<file path="src/rtl/handshake_elastic_fifo_pkg.sv">
// Shared sizing helpers for the elastic FIFO.
// Pointer and count widths derive from DEPTH.
package handshake_pkg;

  localparam int MAX_FIFO_DEPTH = 64;

  function automatic int ptr_width(input int depth);
    int w;
    w = $clog2(depth);
    return (w < 1) ? 1 : w;
  endfunction

  function automatic int cnt_width(input int depth);
    return $clog2(depth + 1);
  endfunction

endpackage

</file>
<file path="src/rtl/handshake_elastic_fifo_if.sv">
// Valid/ready token channel pair: ins upstream, outs downstream.
// The slave modport is the FIFO's view.
interface handshake_elastic_fifo_if #(
  parameter int DATA_WIDTH = 32
);
  logic [DATA_WIDTH-1:0] ins;
  logic                  ins_valid;
  logic                  ins_ready;
  logic [DATA_WIDTH-1:0] outs;
  logic                  outs_valid;
  logic                  outs_ready;

  modport master (
    output ins, ins_valid, outs_ready,
    input  ins_ready, outs, outs_valid
  );

  modport slave (
    input  ins, ins_valid, outs_ready,
    output ins_ready, outs, outs_valid
  );
endinterface

</file>
<file path="src/rtl/handshake_elastic_fifo_mem.sv">
// DEPTH x DATA_WIDTH storage: synchronous write,
// asynchronous read. Contents are never reset.
module handshake_fifo_mem
  import handshake_pkg::*;
#(
  parameter int DATA_WIDTH = 32,
  parameter int DEPTH      = 4,
  parameter int PW         = ptr_width(DEPTH)
) (
  input  logic                  clk,
  input  logic                  we_i,
  input  logic [PW-1:0]         waddr_i,
  input  logic [DATA_WIDTH-1:0] wdata_i,
  input  logic [PW-1:0]         raddr_i,
  output logic [DATA_WIDTH-1:0] rdata_o
);

  logic [DATA_WIDTH-1:0] mem_q [DEPTH];

  always_ff @(posedge clk) begin
    if (we_i) begin
      mem_q[waddr_i] <= wdata_i;
    end
  end

  assign rdata_o = mem_q[raddr_i];

endmodule

</file>
<file path="src/rtl/handshake_elastic_fifo.sv">
// Elastic FIFO; ins_ready depends on registered count only.
// Optional HANDSHAKE_ELASTIC_FIFO_BYPASS_EN: zero-latency pass when empty.
module handshake_elastic_fifo
  import handshake_pkg::*;
#(
  parameter int DATA_WIDTH = 32,
  parameter int DEPTH      = 4
) (
  input logic clk,
  input logic rst,
  handshake_elastic_fifo_if.slave bus
);

  localparam int PW = ptr_width(DEPTH);
  localparam int CW = cnt_width(DEPTH);

  if (DEPTH < 2 || DEPTH > MAX_FIFO_DEPTH) begin : g_bad_depth
    $fatal(1, "handshake_elastic_fifo: DEPTH out of range");
  end

  logic [PW-1:0] wr_ptr_q, wr_ptr_d;
  logic [PW-1:0] rd_ptr_q, rd_ptr_d;
  logic [CW-1:0] count_q, count_d;
  logic [DATA_WIDTH-1:0] rdata;
  logic full, empty, push, pop;

  function automatic logic [PW-1:0] nxt(input logic [PW-1:0] p);
    return (p == PW'(DEPTH - 1)) ? '0 : p + PW'(1);
  endfunction

  assign full  = (count_q == CW'(DEPTH));
  assign empty = (count_q == '0);

  assign bus.ins_ready = !full;

`ifdef HANDSHAKE_ELASTIC_FIFO_BYPASS_EN
  logic bypass;
  assign bypass = empty & bus.ins_valid & bus.outs_ready;
  assign bus.outs_valid = empty ? bus.ins_valid : 1'b1;
  assign bus.outs = empty ? bus.ins : rdata;
  assign push = bus.ins_valid & !full & !bypass;
`else
  assign bus.outs_valid = !empty;
  assign bus.outs = empty ? '0 : rdata;
  assign push = bus.ins_valid & !full;
`endif

  assign pop = !empty & bus.outs_ready;

  always_comb begin
    wr_ptr_d = push ? nxt(wr_ptr_q) : wr_ptr_q;
    rd_ptr_d = pop ? nxt(rd_ptr_q) : rd_ptr_q;
    count_d  = count_q;
    unique case (1'b1)
      push & !pop: count_d = count_q + CW'(1);
      pop & !push: count_d = count_q - CW'(1);
      default:     count_d = count_q;
    endcase
  end

  always_ff @(posedge clk) begin
    if (rst) begin
      wr_ptr_q <= '0;
      rd_ptr_q <= '0;
      count_q  <= '0;
    end else begin
      wr_ptr_q <= wr_ptr_d;
      rd_ptr_q <= rd_ptr_d;
      count_q  <= count_d;
    end
  end

  // Reset gates the write so a token offered during reset is dropped.
  handshake_fifo_mem #(
    .DATA_WIDTH(DATA_WIDTH),
    .DEPTH     (DEPTH)
  ) u_mem (
    .clk    (clk),
    .we_i   (push & !rst),
    .waddr_i(wr_ptr_q),
    .wdata_i(bus.ins),
    .raddr_i(rd_ptr_q),
    .rdata_o(rdata)
  );

endmodule

</file>
<file path="src/flat_wrapper.sv">
// flat-port wrapper written by rule: the top's interface ports become plain ports
module handshake_elastic_fifo_flat import handshake_pkg::*;
#(
  parameter int DATA_WIDTH = 32,
  parameter int DEPTH      = 4
)
  (clk, rst, bus_ins, bus_ins_valid, bus_outs_ready, bus_ins_ready, bus_outs, bus_outs_valid);
  handshake_elastic_fifo_if #(.DATA_WIDTH(DATA_WIDTH)) bus_i ();
  input logic clk;
  input logic rst;
  input wire logic [$bits(bus_i.ins)-1:0] bus_ins;
  input wire logic [$bits(bus_i.ins_valid)-1:0] bus_ins_valid;
  input wire logic [$bits(bus_i.outs_ready)-1:0] bus_outs_ready;
  output wire logic [$bits(bus_i.ins_ready)-1:0] bus_ins_ready;
  output wire logic [$bits(bus_i.outs)-1:0] bus_outs;
  output wire logic [$bits(bus_i.outs_valid)-1:0] bus_outs_valid;
  assign bus_i.ins = bus_ins;
  assign bus_i.ins_valid = bus_ins_valid;
  assign bus_i.outs_ready = bus_outs_ready;
  assign bus_ins_ready = bus_i.ins_ready;
  assign bus_outs = bus_i.outs;
  assign bus_outs_valid = bus_i.outs_valid;
  handshake_elastic_fifo #(.DATA_WIDTH(DATA_WIDTH), .DEPTH(DEPTH)) u_core (.clk(clk), .rst(rst), .bus(bus_i));
endmodule
</file>
<file path="config.mk">
export PLATFORM = sky130hd
export DESIGN_NAME = handshake_elastic_fifo_flat
export DESIGN_NICKNAME = d
export VERILOG_FILES = /design/src/rtl/handshake_elastic_fifo_pkg.sv /design/src/rtl/handshake_elastic_fifo_if.sv /design/src/rtl/handshake_elastic_fifo_mem.sv /design/src/rtl/handshake_elastic_fifo.sv /design/src/flat_wrapper.sv
export SDC_FILE = /design/constraint.sdc
export NUM_CORES = 1
export LEC_CHECK = 0
export CAP_MARGIN = 0
export CORE_ASPECT_RATIO = 1.25
export CORE_MARGIN = 3
export CORE_UTILIZATION = 45
export DETAILED_ROUTE_END_ITERATION = 12
export PLACE_DENSITY = 0.68
export SLEW_MARGIN = 20
export SYNTH_ARGS = -nofsm -noshare
export SYNTH_HDL_FRONTEND = slang
export SYNTH_SLANG_ARGS = --single-unit
</file>
<file path="constraint.sdc">
create_clock -name clk -period 9 [get_ports clk]
set_input_delay 1.35 -clock clk [delete_from_list [all_inputs] [get_ports clk]]
set_output_delay 1.35 -clock clk [all_outputs]
set_load 0.02 [all_outputs]
</file>
==> impl_metrics.env, run 1 <==
export IMPL_synth_fa_ha_area_frac=0.01695
export IMPL_grt_util_all_layers=0.1498
export IMPL_grt_overflow=0
export IMPL_htreeDepth=4
export IMPL_cts_tree="done"
export IMPL_relSlewSlack=0.4232
export IMPL_cts_root_buf="clkbuf_16"
export IMPL_syn_num_nets=297
export IMPL_r2r_slack_ps=6650
export IMPL_num_rows=45
export IMPL_place_ws_ps=5268
export IMPL_layout_nets=385
export IMPL_path_cells="buf_4, mux4_2, nor2b_4, clkdlybuf4s50_1"
export IMPL_top_layer_used="met5"
export IMPL_rsz0062_at_grt="no"
export IMPL_status="finished clean"
export IMPL_io_pins=70
export IMPL_place_hpwl_mm=5.931
export IMPL_drt_wl_total_mm=9.548
export IMPL_p_per_area_nw_per_um2=306.0
export IMPL_clock_fmax_mhz=244.8
export IMPL_die_area_um2=13850
export IMPL_vias_per_cell=5.083
export IMPL_grt_pass1_wl_mm=15.05
export IMPL_start_util=0.4614
export IMPL_leakage_nw=2.352
export IMPL_synth_compound_area_frac=0.005797
export IMPL_ant_nets=0
export IMPL_clk_pin_slew_ps=50
export IMPL_met2_length_mm=5.035
export IMPL_n_antenna_cell=0
export IMPL_drv_cap=0
export IMPL_worst_path_max_fanout=22
export IMPL_drt_iter0_drc=121
export IMPL_placement_io_buffers=69
export IMPL_setup_violations=0
export IMPL_wl_met3_um=586
export IMPL_rr_worst_depth=8
export IMPL_cpMaxStageDelayCell="mux4_2"
export IMPL_via_count=2628
export IMPL_syn_avg_cell_area_um2=22.09
export IMPL_crit_type="register to output pin"
export IMPL_fin_setup_tns_ps=0
export IMPL_post_route_drc_count=0
export IMPL_layout_common_cells="edfxtp_1, clkdlybuf4s50_1, mux4_2"
export IMPL_numCtsBuffers=17
export IMPL_fin_crit_sh=0.4538
export IMPL_synth_seq_area_share=0.7171
export IMPL_clkSinkCount=137
export IMPL_areaGrowthSynthToFinish_pct=25.37
export IMPL_syn_inst=254
export IMPL_synth_top_family_by_area="multiplexers"
export IMPL_cts_buffer_depth=2
export IMPL_wl_per_cell_um=18.47
export IMPL_yosys_area_share_xor_xnor=0.003122
export IMPL_first_pass_iters=4
export IMPL_grt_pass1_vias=2728
export IMPL_fp_dieW_um=105.9
export IMPL_drive_above_1_share=0.3059
export IMPL_required_ps=7650
export IMPL_critPathLaunchType="register"
export IMPL_grt_max_degree=33
export IMPL_min_path_type="register to register"
export IMPL_cp_arrival_ps=2730
export IMPL_synth_cell_types=27
export IMPL_synthMuxAreaShare=0.1340
export IMPL_gp_congestion=0.6546
export IMPL_maxSlewViolCount=0
export IMPL_core_um2=12160
export IMPL_final_hold_viol_count=0
export IMPL_end_kind="output pin"
export IMPL_worstHoldPathCells=2
export IMPL_drt_met1_wl_mm=3.716
export IMPL_insertion_delay_ps=410
export IMPL_cts_hold_fix_buffers=0
export IMPL_synth_area_um2=5612
export IMPL_fin_crit_ps=4084
export IMPL_max_stage_delay_ps=580
export IMPL_max_slew_worst_pin_slew_ps=865.2
export IMPL_yosys_area_share_simple=0.09632
export IMPL_synth_warnings=0
export IMPL_ir_worst_vdd_v=0.0001826
export IMPL_antenna_found_initial=1
export IMPL_ys_ff_latch=137
export IMPL_post_cts_buffers=0
export IMPL_dieHeight_um=130.9
export IMPL_cts_resized_gates=0
export IMPL_final_common_cell="edfxtp_1"
export IMPL_setup_ws_ps=4916
export IMPL_clock_skew_ps=10.65
-- critical path: cells and delay by family (launching register included) --
family / cells / cell delay, ps
AND/OR/NAND/NOR: 1 / 140
multiplexers: 1 / 580
flip-flops: 1 / 560
buffers and inverters: 2 / 1020
-- per-stage QoR --
stage	instance area (um^2)	instances	hold slack (ps)	power, W	util
6_report	7036	517	512.0	0.002153	0.5785
3_3_place_gp	6495	487	496.3	0.001540	0.5341
3_5_place_dp	6495	487	510.4	0.001548	0.5341
5_1_grt	7036	517	560.3	0.002258	0.5785
4_1_cts	7036	517	522.5	0.002183	0.5785
2_1_floorplan	5612	254	463.4	0.001317	-
-- power by group --
| group | leakage (nW) | internal (W) | total [W] | switching (W) |
|---|---|---|---|---|
| clock | 0.265 | 0.000399 | 0.000632 | 0.000234 |
| sequential | 1.24 | 0.000742 | 0.000781 | 0.0000383 |
| combinational | 0.851 | 0.000374 | 0.000740 | 0.000365 |
| total | 2.35 | 0.00152 | 0.00215 | 0.000637 |
-- Yosys cell counts --
cell type | number | area (um^2)
nor3_2 | 1 | 10.01
o21ai_0 | 1 | 5.000
or3b_4 | 1 | 11.26
mux4_2 | 32 | 720.7
clkbuf_1 | 1 | 3.750
nor3_1 | 1 | 5.000
buf_2 | 3 | 15.01
a21oi_1 | 3 | 15.01
mux2i_1 | 2 | 20.02
ha_1 | 6 | 75.07
inv_1 | 7 | 26.28
buf_6 | 4 | 45.04
nand2_1 | 1 | 3.750
o31ai_2 | 1 | 12.51
fa_1 | 1 | 20.02
dfxtp_1 | 9 | 180.2
nor2b_4 | 30 | 412.9
edfxtp_1 | 128 | 3844
nor2b_1 | 2 | 12.51
nand2b_1 | 2 | 12.51
mux2_1 | 1 | 11.26
nand2_4 | 1 | 11.26
or3_1 | 2 | 12.51
nor2_1 | 5 | 18.77
nor3b_1 | 4 | 30.03
buf_12 | 3 | 60.06
xor2_1 | 2 | 17.52
-- state kept, by name (all words and copies together), names as in the netlist, named ones only --
register / cells
u_core.u_mem.mem_q: 128
u_core.rd_ptr_q: 2
u_core.wr_ptr_q: 2
u_core.count_q: 3
-- per-layer routing --
| layer | vias up | track usage |
|---|---|---|
| met5 | - | 0 |
| met2 | 81 | 0.2462 |
| met4 | 2 | 0.06555 |
| li1 | 1184 | - |
| met3 | 15 | 0.05799 |
| met1 | 1346 | 0.1774 |
-- logic make-up after synthesis --
kind of cell,count (synthesis)
AND/OR/NAND/NOR,50
adder cells (fa/ha/maj),7
buffers and inverters,18
multiplexers,35
flip-flops,137
AO/OA/AOI/OAI,5
XOR/XNOR,2
-- path summary, 6_finish.rpt --
check | from | end
max | register | bus_outs[8]
min | u_core.rd_ptr_q[0] | register
max reg2reg | u_core.count_q[2] | u_core.count_q[2]
min reg2reg | u_core.rd_ptr_q[0] | register
-- layout make-up --
cell class | instances | area (um^2)
timing repair buffer | 80 | 773.2
inverter | 7 | 26.28
tap | 164 | 205.2
sequential | 137 | 4026
fill | 961 | 5126
clock buffer | 19 | 432.9
clock inverter | 11 | 107.6
multi-input combinational | 99 | 1464
Power figures use the tool's default switching activity.
==> run 2: changes to the inputs <==
Settings changed: PLACE_DENSITY 0.68 to 0.7.
Clock period 9 ns to 3.58 ns, I/O delays scaled along.
==> impl_metrics.env, run 2 (synthesis gave the netlist of run 1 again) <==
export IMPL_htreeDepth=4
export IMPL_ant_nets=0
export IMPL_first_pass_iters=4
export IMPL_vias_per_cell=5.123
export IMPL_drt_wl_total_mm=9.700
export IMPL_largest_reg_flops=128
export IMPL_min_path_type="register to register"
export IMPL_grt_util_all_layers=0.1538
export IMPL_internal_power_w=0.003905
export IMPL_gp_congestion=0.6438
export IMPL_fin_setup_tns_ps=0
export IMPL_final_hold_viol_count=0
export IMPL_start_util=0.4614
export IMPL_io_pins=70
export IMPL_maxSlewViolCount=0
export IMPL_reg2reg_from="u_core.count_q[2]"
export IMPL_placement_io_buffers=69
export IMPL_drv_cap=0
export IMPL_hold_slack_ps=501.8
export IMPL_cts_resized_gates=0
export IMPL_max_slew_worst_pin_slew_ps=543.2
export IMPL_status="finished clean"
export IMPL_hp_start="u_core.rd_ptr_q[0]"
export IMPL_ir_worst_vdd_v=0.0004110
export IMPL_dieHeight_um=130.9
export IMPL_grt_pass1_wl_mm=15.60
export IMPL_finalNonFillerCells=520
export IMPL_grt_max_degree=24
export IMPL_numCtsBuffers=17
export IMPL_post_route_cell_area_um2=7104
export IMPL_clockPowerShare=0.305
export IMPL_critPathLaunchType="register"
export IMPL_worst_path_max_fanout=23
export IMPL_layout_nets=387
export IMPL_crit_type="register to output pin"
export IMPL_relSlewSlack=0.6367
export IMPL_via_count=2664
export IMPL_core_um2=12160
export IMPL_rsz0062_at_grt="no"
export IMPL_areaGrowthSynthToFinish_pct=26.60
export IMPL_dpl_cell_count=489
export IMPL_r2r_slack_ps=1150
export IMPL_place_area_um2=6523
export IMPL_fillers=914
export IMPL_die_area_um2=13850
export IMPL_leakage_nw=2.379
export IMPL_fin_crit_ps=3050
export IMPL_clock_fmax_mhz=327.8
export IMPL_end_kind="output pin"
export IMPL_antenna_found_initial=1
export IMPL_clk_pin_slew_ps=50
export IMPL_power_switching_w=0.001636
export IMPL_n_antenna_cell=0
export IMPL_p_per_area_nw_per_um2=780.0
export IMPL_place_hpwl_mm=6.036
export IMPL_final_common_cell="edfxtp_1"
export IMPL_insertion_delay_ps=400
export IMPL_post_route_drc_count=0
export IMPL_pwr_share_seq=0.352
export IMPL_layout_common_cells="edfxtp_1, clkdlybuf4s50_1, mux4_2"
export IMPL_drive_above_1_share=0.3174
export IMPL_grt_overflow=0
export IMPL_clock_skew_ps=5.223
export IMPL_post_cts_buffers=0
export IMPL_cts_buffer_depth=2
export IMPL_wl_per_cell_um=18.65
export IMPL_cts_tree="done"
export IMPL_top_register="u_core.u_mem.mem_q"
export IMPL_num_rows=45
export IMPL_grt_pass1_vias=2917
export IMPL_cp_arrival_ps=2510
export IMPL_finish_utilization=0.5842
export IMPL_switching_share=0.2953
export IMPL_power_frac_comb=0.343
export IMPL_cts_hold_fix_buffers=0
export IMPL_cts_root_buf="clkbuf_16"
export IMPL_largest_registers="u_core.u_mem.mem_q: 128 flops, u_core.count_q: 3 flops"
export IMPL_fin_crit_sh=0.8521
export IMPL_drt_iter0_drc=151
export IMPL_clkSinkCount=137
export IMPL_setup_violations=0
export IMPL_fp_dieW_um=105.9
export IMPL_required_ps=3040
-- run 2: cell count changes in the layout (fill, tap and decap cells not counted) --
cell,delta
bufinv_16,+1
clkinv_2,-1
inv_6,+1
clkinv_1,-1
buf_12,+1
clkinvlp_4,+2
clkbuf_1,-1
buf_4,+1
-- run 2: area by class of cell --
| class | instances | area [um^2] | area share |
|---|---|---|---|
| clock buffers | 18 | 429.2 | 0.06041 |
| clock inverters | 13 | 152.6 | 0.02149 |
| inverters | 7 | 26.28 | 0.003698 |
| multi-input cells | 99 | 1464 | 0.2061 |
| flip-flops and latches | 137 | 4026 | 0.5667 |
| well taps | 164 | 205.2 | 0.02888 |
| repair buffers | 82 | 800.8 | 0.1127 |
-- run 2: worst max-delay path, stage by stage (launching register included) --
cell and delay [ps]:
dfxtp_2 570, buf_12 270, mux4_2 550, nor2b_4 150, clkdlybuf4s50_1 550
-- run 2: stage by stage --
stage | total power [W] | setup WS, ps
6_report | 0.005541 | 529.6
5_1_grt | 0.005805 | 374.5
3_3_place_gp | 0.003896 | 935.4
3_5_place_dp | 0.003906 | 930.6
4_1_cts | 0.005622 | 445.5
2_1_floorplan | 0.003312 | -44.03
-- run 2: worst paths after layout --
| kind | cells past startpoint | to |
|---|---|---|
| setup reg to reg | 8 | u_core.count_q[2] |
| hold / removal | 2 | register |
| setup / recovery | 4 | bus_outs[13] |
| hold reg to reg | 2 | register |
-- run 2: routing by layer --
layer  share of wire  track usage  vias to the layer above
met4           0.012      0.06250                        2
li1                -            -                     1187
met5         0.00082            0                        -
met2            0.54       0.2695                       74
met3           0.044      0.04570                       13
met1            0.40       0.1790                     1388
-- run 2: power groups by stage --
stage               registers (W)  logic, W  clock network [W]
CTS                       0.00195   0.00194            0.00173
detailed placement        0.00198   0.00192                  0
finish                    0.00195   0.00190            0.00169
global placement          0.00197   0.00192                  0
global route              0.00196   0.00204            0.00180
floorplan                 0.00194   0.00137                  0
==> run 3: changes to the inputs <==
Settings changed: ABC_AREA from default to 0.
==> results of run 3 <==
The final DEF is identical to that of run 2; final timing and power are the same.
